### src/rtl/soml_frame_ctrl.sv
// Frame sequencer that feeds one frame of H and Y samples into a SOML decoder and returns its result.
// Optional WAIT watchdog is built only when SOML_FRAME_TIMEOUT_EN is defined.
module soml_frame_ctrl #(
  parameter int N       = 32,
  parameter int H_LEN   = 32,
  parameter int Y_LEN   = 2,
  parameter int TIMEOUT = 1023
) (
  input  logic                clk,
  input  logic                rst,
  input  logic                s_valid,
  output logic                s_ready,
  input  logic signed [N-1:0] s_data_r,
  input  logic signed [N-1:0] s_data_i,
  output logic                dec_start,
  output logic                dec_H_valid,
  output logic signed [N-1:0] dec_H_r,
  output logic signed [N-1:0] dec_H_i,
  output logic                dec_Y_valid,
  output logic signed [N-1:0] dec_Y_r,
  output logic signed [N-1:0] dec_Y_i,
  input  logic                dec_out_valid,
  input  logic [4:0]          dec_Smin_index,
  input  logic [11:0]         dec_signal,
  output logic                r_valid,
  input  logic                r_ready,
  output logic [4:0]          r_index,
  output logic [11:0]         r_signal,
  output logic                busy,
  output logic [15:0]         frame_cnt,
  output logic                timeout_err
);

  if ((H_LEN < 1) || (H_LEN > 255) || (Y_LEN < 1) || (Y_LEN > 255) ||
      (TIMEOUT < 1) || (TIMEOUT > 65535)) begin : g_param_check
    $error("soml_frame_ctrl: parameter out of range");
  end

  typedef enum logic [2:0] {
    S_IDLE,
    S_START,
    S_LOAD_H,
    S_LOAD_Y,
    S_WAIT,
    S_HOLD
  } state_t;

  localparam logic [7:0] H_LAST = 8'(H_LEN - 1);
  localparam logic [7:0] Y_LAST = 8'(Y_LEN - 1);

  state_t     state, state_next;
  logic [7:0] cnt, cnt_next;
  logic       load_h_xfer, load_y_xfer;
  logic       capture, release_r;

`ifdef SOML_FRAME_TIMEOUT_EN
  localparam logic [15:0] TO_LAST = 16'(TIMEOUT - 1);
  logic [15:0] wait_cnt;
  logic        timeout_hit;
`endif

  always_ff @(posedge clk) begin
    if (rst) state <= S_IDLE;
    else     state <= state_next;
  end

  // The sample counter only advances on real transfers, so s_valid gaps simply stall the phase.
  always_comb begin
    state_next  = state;
    cnt_next    = cnt;
    s_ready     = 1'b0;
    dec_start   = 1'b0;
    busy        = (state != S_IDLE);
    load_h_xfer = 1'b0;
    load_y_xfer = 1'b0;
    capture     = 1'b0;
    release_r   = 1'b0;
`ifdef SOML_FRAME_TIMEOUT_EN
    timeout_hit = 1'b0;
`endif
    case (state)
      S_IDLE: begin
        if (s_valid) state_next = S_START;
      end
      S_START: begin
        dec_start  = 1'b1;
        cnt_next   = 8'd0;
        state_next = S_LOAD_H;
      end
      S_LOAD_H: begin
        s_ready     = 1'b1;
        load_h_xfer = s_valid;
        if (s_valid) begin
          if (cnt == H_LAST) begin
            cnt_next   = 8'd0;
            state_next = S_LOAD_Y;
          end else begin
            cnt_next = cnt + 8'd1;
          end
        end
      end
      S_LOAD_Y: begin
        s_ready     = 1'b1;
        load_y_xfer = s_valid;
        if (s_valid) begin
          if (cnt == Y_LAST) begin
            cnt_next   = 8'd0;
            state_next = S_WAIT;
          end else begin
            cnt_next = cnt + 8'd1;
          end
        end
      end
      S_WAIT: begin
        if (dec_out_valid) begin
          capture    = 1'b1;
          state_next = S_HOLD;
        end
`ifdef SOML_FRAME_TIMEOUT_EN
        else if (wait_cnt == TO_LAST) begin
          timeout_hit = 1'b1;
          state_next  = S_IDLE;
        end
`endif
      end
      S_HOLD: begin
        if (r_ready) begin
          release_r  = 1'b1;
          state_next = S_IDLE;
        end
      end
      default: state_next = S_IDLE;
    endcase
  end

  always_ff @(posedge clk) begin
    if (rst) begin
      cnt         <= 8'd0;
      dec_H_valid <= 1'b0;
      dec_H_r     <= '0;
      dec_H_i     <= '0;
      dec_Y_valid <= 1'b0;
      dec_Y_r     <= '0;
      dec_Y_i     <= '0;
      r_valid     <= 1'b0;
      r_index     <= 5'd0;
      r_signal    <= 12'd0;
      frame_cnt   <= 16'd0;
    end else begin
      cnt         <= cnt_next;
      dec_H_valid <= load_h_xfer;
      dec_Y_valid <= load_y_xfer;
      if (load_h_xfer) begin
        dec_H_r <= s_data_r;
        dec_H_i <= s_data_i;
      end
      if (load_y_xfer) begin
        dec_Y_r <= s_data_r;
        dec_Y_i <= s_data_i;
      end
      if (capture) begin
        r_valid  <= 1'b1;
        r_index  <= dec_Smin_index;
        r_signal <= dec_signal;
      end else if (release_r) begin
        r_valid   <= 1'b0;
        frame_cnt <= frame_cnt + 16'd1;
      end
    end
  end

`ifdef SOML_FRAME_TIMEOUT_EN
  // Watchdog counts WAIT cycles; the error flag stays set until reset.
  always_ff @(posedge clk) begin
    if (rst) begin
      wait_cnt    <= 16'd0;
      timeout_err <= 1'b0;
    end else begin
      if (state == S_WAIT) wait_cnt <= wait_cnt + 16'd1;
      else                 wait_cnt <= 16'd0;
      if (timeout_hit) timeout_err <= 1'b1;
    end
  end
`else
  assign timeout_err = 1'b0;
`endif

endmodule

### config.mk
export PLATFORM = sky130hd
export DESIGN_NAME = soml_frame_ctrl
export DESIGN_NICKNAME = d
export VERILOG_FILES = /design/src/rtl/soml_frame_ctrl.sv
export SDC_FILE = /design/constraint.sdc
export NUM_CORES = 1
export LEC_CHECK = 0
export BUFFER_PORTS_ARGS = -buffer_cell sky130_fd_sc_hd__buf_2
export CAP_MARGIN = 5
export CELL_PAD_IN_SITES_DETAIL_PLACEMENT = 0
export CELL_PAD_IN_SITES_GLOBAL_PLACEMENT = 2
export CORE_MARGIN = 5
export CORE_UTILIZATION = 28
export CTS_BUF_LIST = sky130_fd_sc_hd__clkbuf_4 sky130_fd_sc_hd__clkbuf_8
export CTS_CLUSTER_DIAMETER = 30
export DETAILED_ROUTE_END_ITERATION = 7
export GPL_TIMING_DRIVEN = 0
export HOLD_SLACK_MARGIN = 0.02
export PLACE_DENSITY = 0.81
export SYNTH_ARGS = -nofsm -noshare
export SYNTH_HDL_FRONTEND = slang
export SYNTH_SLANG_ARGS = --single-unit
### constraint.sdc
create_clock -name clk -period 1.7 [get_ports clk]
set_input_delay 0.17 -clock clk [delete_from_list [all_inputs] [get_ports clk]]
set_output_delay 0.17 -clock clk [all_outputs]
set_load 0.05 [all_outputs]
==> run_results.csv <==
group,metric,value,unit
outcome,run_status,"finished, final reports clean",
grt,grt_pass1_vias,6567,
layout,final_common_cell,"nand2_1",
placement,dp_worst_setup_slack,-0.5616,ns
route,ant_nets,0,
timing,slew_violations,0,
flow_run,drv_cap,0,
clocking,clock-sinks,175,
setup_path,cp-start-kind,"register",
timing,tightest_slew,0.6890,ns
pwr,ir_worst_vdd,0.5539,mV
route,routedWlPerCell,15.61,um
setup_path,path_max_fanout,7,
grt,grt_max_degree,17,
timing,finalCriticalPeriod,1.649,ns
route,avgViaCountPerCell,4.380,
synthesis,synth-compound-area-share,13.20,%
floorplan,start_util,28.24,%
timing,fmax,606.5,MHz
floorplan,die_h,163.4,um
placement,gp_congestion,0.7513,
route,drc_errors,0,
setup_path,critPathArrivalTime,1.48,ns
grt,grt_pass1_wl,36360,um
timing,hold_viol,0,
route,firstDrtPassIters,5,
grt,grt_usage,17.32,%
timing,rsz0062_at_grt,"yes",
timing,slew_headroom,54.07,%
timing,setup_ws,0.05117,ns
synthesis,synth_warnings,0,
timing,setup_viol,0,
clocking,cts-root-buf,"clkbuf_8",
setup_path,criticalPathCategory,"register to output port",
floorplan,row_count,56,
synthesis,ys_seq_area_share,53.17,%
floorplan,die-area,26700,um2
layout,final_cell_mix,"nand2_1 (302), buf_2 (250), dfxtp_1 (171)",
setup_path,setup.worst_path.end_class,"output port",
clocking,ctsLongestPathBuffers,2,
synthesis,synthesis.instances,817,
synthesis,ys_seq_elements,175,
clocking,worstSkewPairLatency,0.45,ns
route,vias,6622,
worst_hold_path,hold_path.class,"primary input to register",
pwr,p_leak,0.004197,uW
grt,grt-ovfl-total,0,
setup_path,ff2ff_path_depth,8,
worst_hold_path,min_to,"cnt[2]",
synthesis,synth_xor_area_share,2.260,%
clocking,cts_made_buffers,17,
clocking,htreeDepth,4,
placement,dp_hpwl,16770,um
synthesis,post_synth.cell_area_avg,8.065,um2
timing,setup_tns,0,ns
synthesis,netlist_area,6589,um2
worst_hold_path,min_from,"rst",
clocking,clk_pin_slew,0.10,ns
synthesis,synthMuxAreaShare,0.1519,%
synthesis,yosysUniqueCellTypes,39,
clocking,cts_tree,"built",
setup_path,required,1.53,ns
timing,finClkSkew,0.01341,ns
setup_path,r2r_setup_slack,0.10,ns
worst_hold_path,holdPathStages,4,
floorplan,io_pins,254,
synthesis,yosys.area_share.adder,0.5697,%
layout,nNetsFinal,1270,
floorplan,die_width,163.4,um
floorplan,core_area,23330,um2
grt,antenna_found_initial,0,
timing,finalCritPeriodShare,96.99,%
synthesis,yosys.area_share.simple,24.21,%
setup_path,r2r-start,"state[0]",
synthesis,synth_top_family_by_area,"simple AND/OR/NAND/NOR gates",
pwr,p_per_area,870.6,nW/um2
route,wl,23610,um
placement,portBuffers,252,
route,drt_iter0_markers,365,
layout,drive_gt1_share,30.01,%
synthesis,syn_nets,906,
setup_path,rr_endpoint,"cnt[5]",
layout,antenna_cells,0,
layout,area_growth,48.99,%
==> metal layers <==
layer | global-route usage [%] | part of all wire, % | vias up | routed length [um]
met5 | 0 | 0 | - | 0
met4 | 3.279 | 0.73 | 0 | 172
met3 | 5.678 | 7.0 | 12 | 1664
met2 | 28.96 | 47 | 191 | 11140
met1 | 22.07 | 45 | 3034 | 10630
li1 | - | - | 3385 | -
==> critical path: stages (launching register included) <==
cell and delay, ns:
dfxtp_4 0.38, clkbuf_16 0.16, or3_4 0.33, buf_8 0.16
==> what timing repair did <==
item                       in CTS  in global routing
setup endpoints to repair     140                135
setup buffers                   8                  3
gates resized for setup        34                 47
hold endpoints to repair      146                  0
hold buffers                   82                  0
pin swaps                       1                  2
cloned                          0                  2
==> cell type report <==
| type | count | area (um2) |
|---|---|---|
| well taps | 319 | 399.1 |
| clock buffers | 18 | 241.5 |
| repair buffers | 347 | 2210 |
| fillers | 2469 | 13520 |
| plain buffers | 58 | 523.0 |
| clock inverters | 13 | 177.7 |
| multi-input cells | 574 | 2720 |
| inverters | 8 | 35.03 |
| flip-flops and latches | 175 | 3511 |
==> Yosys cell counts <==
cell type | count | area, um2
nand2_1 | 304 | 1141
dfxtp_1 | 175 | 3503
a21oi_1 | 153 | 765.7
nor2_1 | 27 | 101.4
clkbuf_1 | 23 | 86.33
buf_6 | 17 | 191.4
buf_2 | 15 | 75.07
nand3_1 | 13 | 65.06
xor2_1 | 13 | 113.9
nor3_1 | 10 | 50.05
inv_1 | 7 | 26.28
and3_1 | 6 | 37.54
buf_4 | 5 | 37.54
o21ai_0 | 5 | 25.02
nand4_1 | 4 | 25.02
xnor2_1 | 4 | 35.03
a31oi_1 | 3 | 18.77
and2_1 | 3 | 18.77
and4_1 | 3 | 26.28
ha_1 | 3 | 37.54
nor2b_1 | 3 | 18.77
a211oi_1 | 2 | 15.01
a22oi_1 | 2 | 15.01
nand2b_4 | 2 | 27.53
a21o_1 | 1 | 7.510
and4b_1 | 1 | 10.01
conb_1 | 1 | 3.750
inv_2 | 1 | 3.750
mux2i_1 | 1 | 10.01
nand3b_1 | 1 | 7.510
nand4b_1 | 1 | 8.760
nor3_4 | 1 | 16.27
nor3b_1 | 1 | 7.510
nor4_1 | 1 | 6.260
nor4_4 | 1 | 21.27
o21bai_1 | 1 | 7.510
o22ai_1 | 1 | 6.260
o2bb2ai_1 | 1 | 8.760
or3_1 | 1 | 6.260
==> power breakdown <==
part	internal, uW	switching (uW)
Clock	1500	1660
Sequential	4170	42.0
Combinational	450	719
Total	6120	2420
==> sequential cells by signal, summed over array words and instances, names as in the netlist <==
register and count:
r_index 5, dec_Y_r 32, state 3, r_signal 12
frame_cnt 16, dec_H_valid 1, cnt 8, dec_H_i 32
r_valid 1, dec_Y_valid 1, dec_H_r 32, dec_Y_i 32
==> per-stage QoR <==
step | total power, uW | util [%] | cell area (um2) | hold WS [ns] | cells
2_1_floorplan | 4911 | - | 6594 | 0.3060 | 817
4_1_cts | 8629 | 41.34 | 9647 | 0.08030 | 1508
6_report | 8547 | 42.07 | 9817 | 0.1145 | 1512
3_5_place_dp | 5263 | 35.38 | 8254 | 0.4150 | 1388
3_3_place_gp | 5261 | 35.38 | 8254 | 0.4109 | 1388
5_1_grt | 8936 | 42.07 | 9817 | 0.1286 | 1512
==> cell families after synthesis <==
kind of cell    Yosys count
compound gates          169
xor+xnor                 17
fa+ha+maj                 3
buf+inv                  68
flops                   175
mux                       1
other cells               1
simple gates            383
==> worst max-delay path by stage <==
stage	start	end	slack, ns	cells past startpoint
global route	state[0]	busy	-0.03	3
global placement	rst	dec_Y_r[30]	-0.54	5
floorplan	frame_cnt[3]	frame_cnt[14]	0.06	5
CTS	state[2]	s_ready	-0.03	5
detailed placement	rst	r_index[2]	-0.56	5
finish	state[0]	busy	0.05	3
Note: power is estimated with default switching activity, not from simulation.
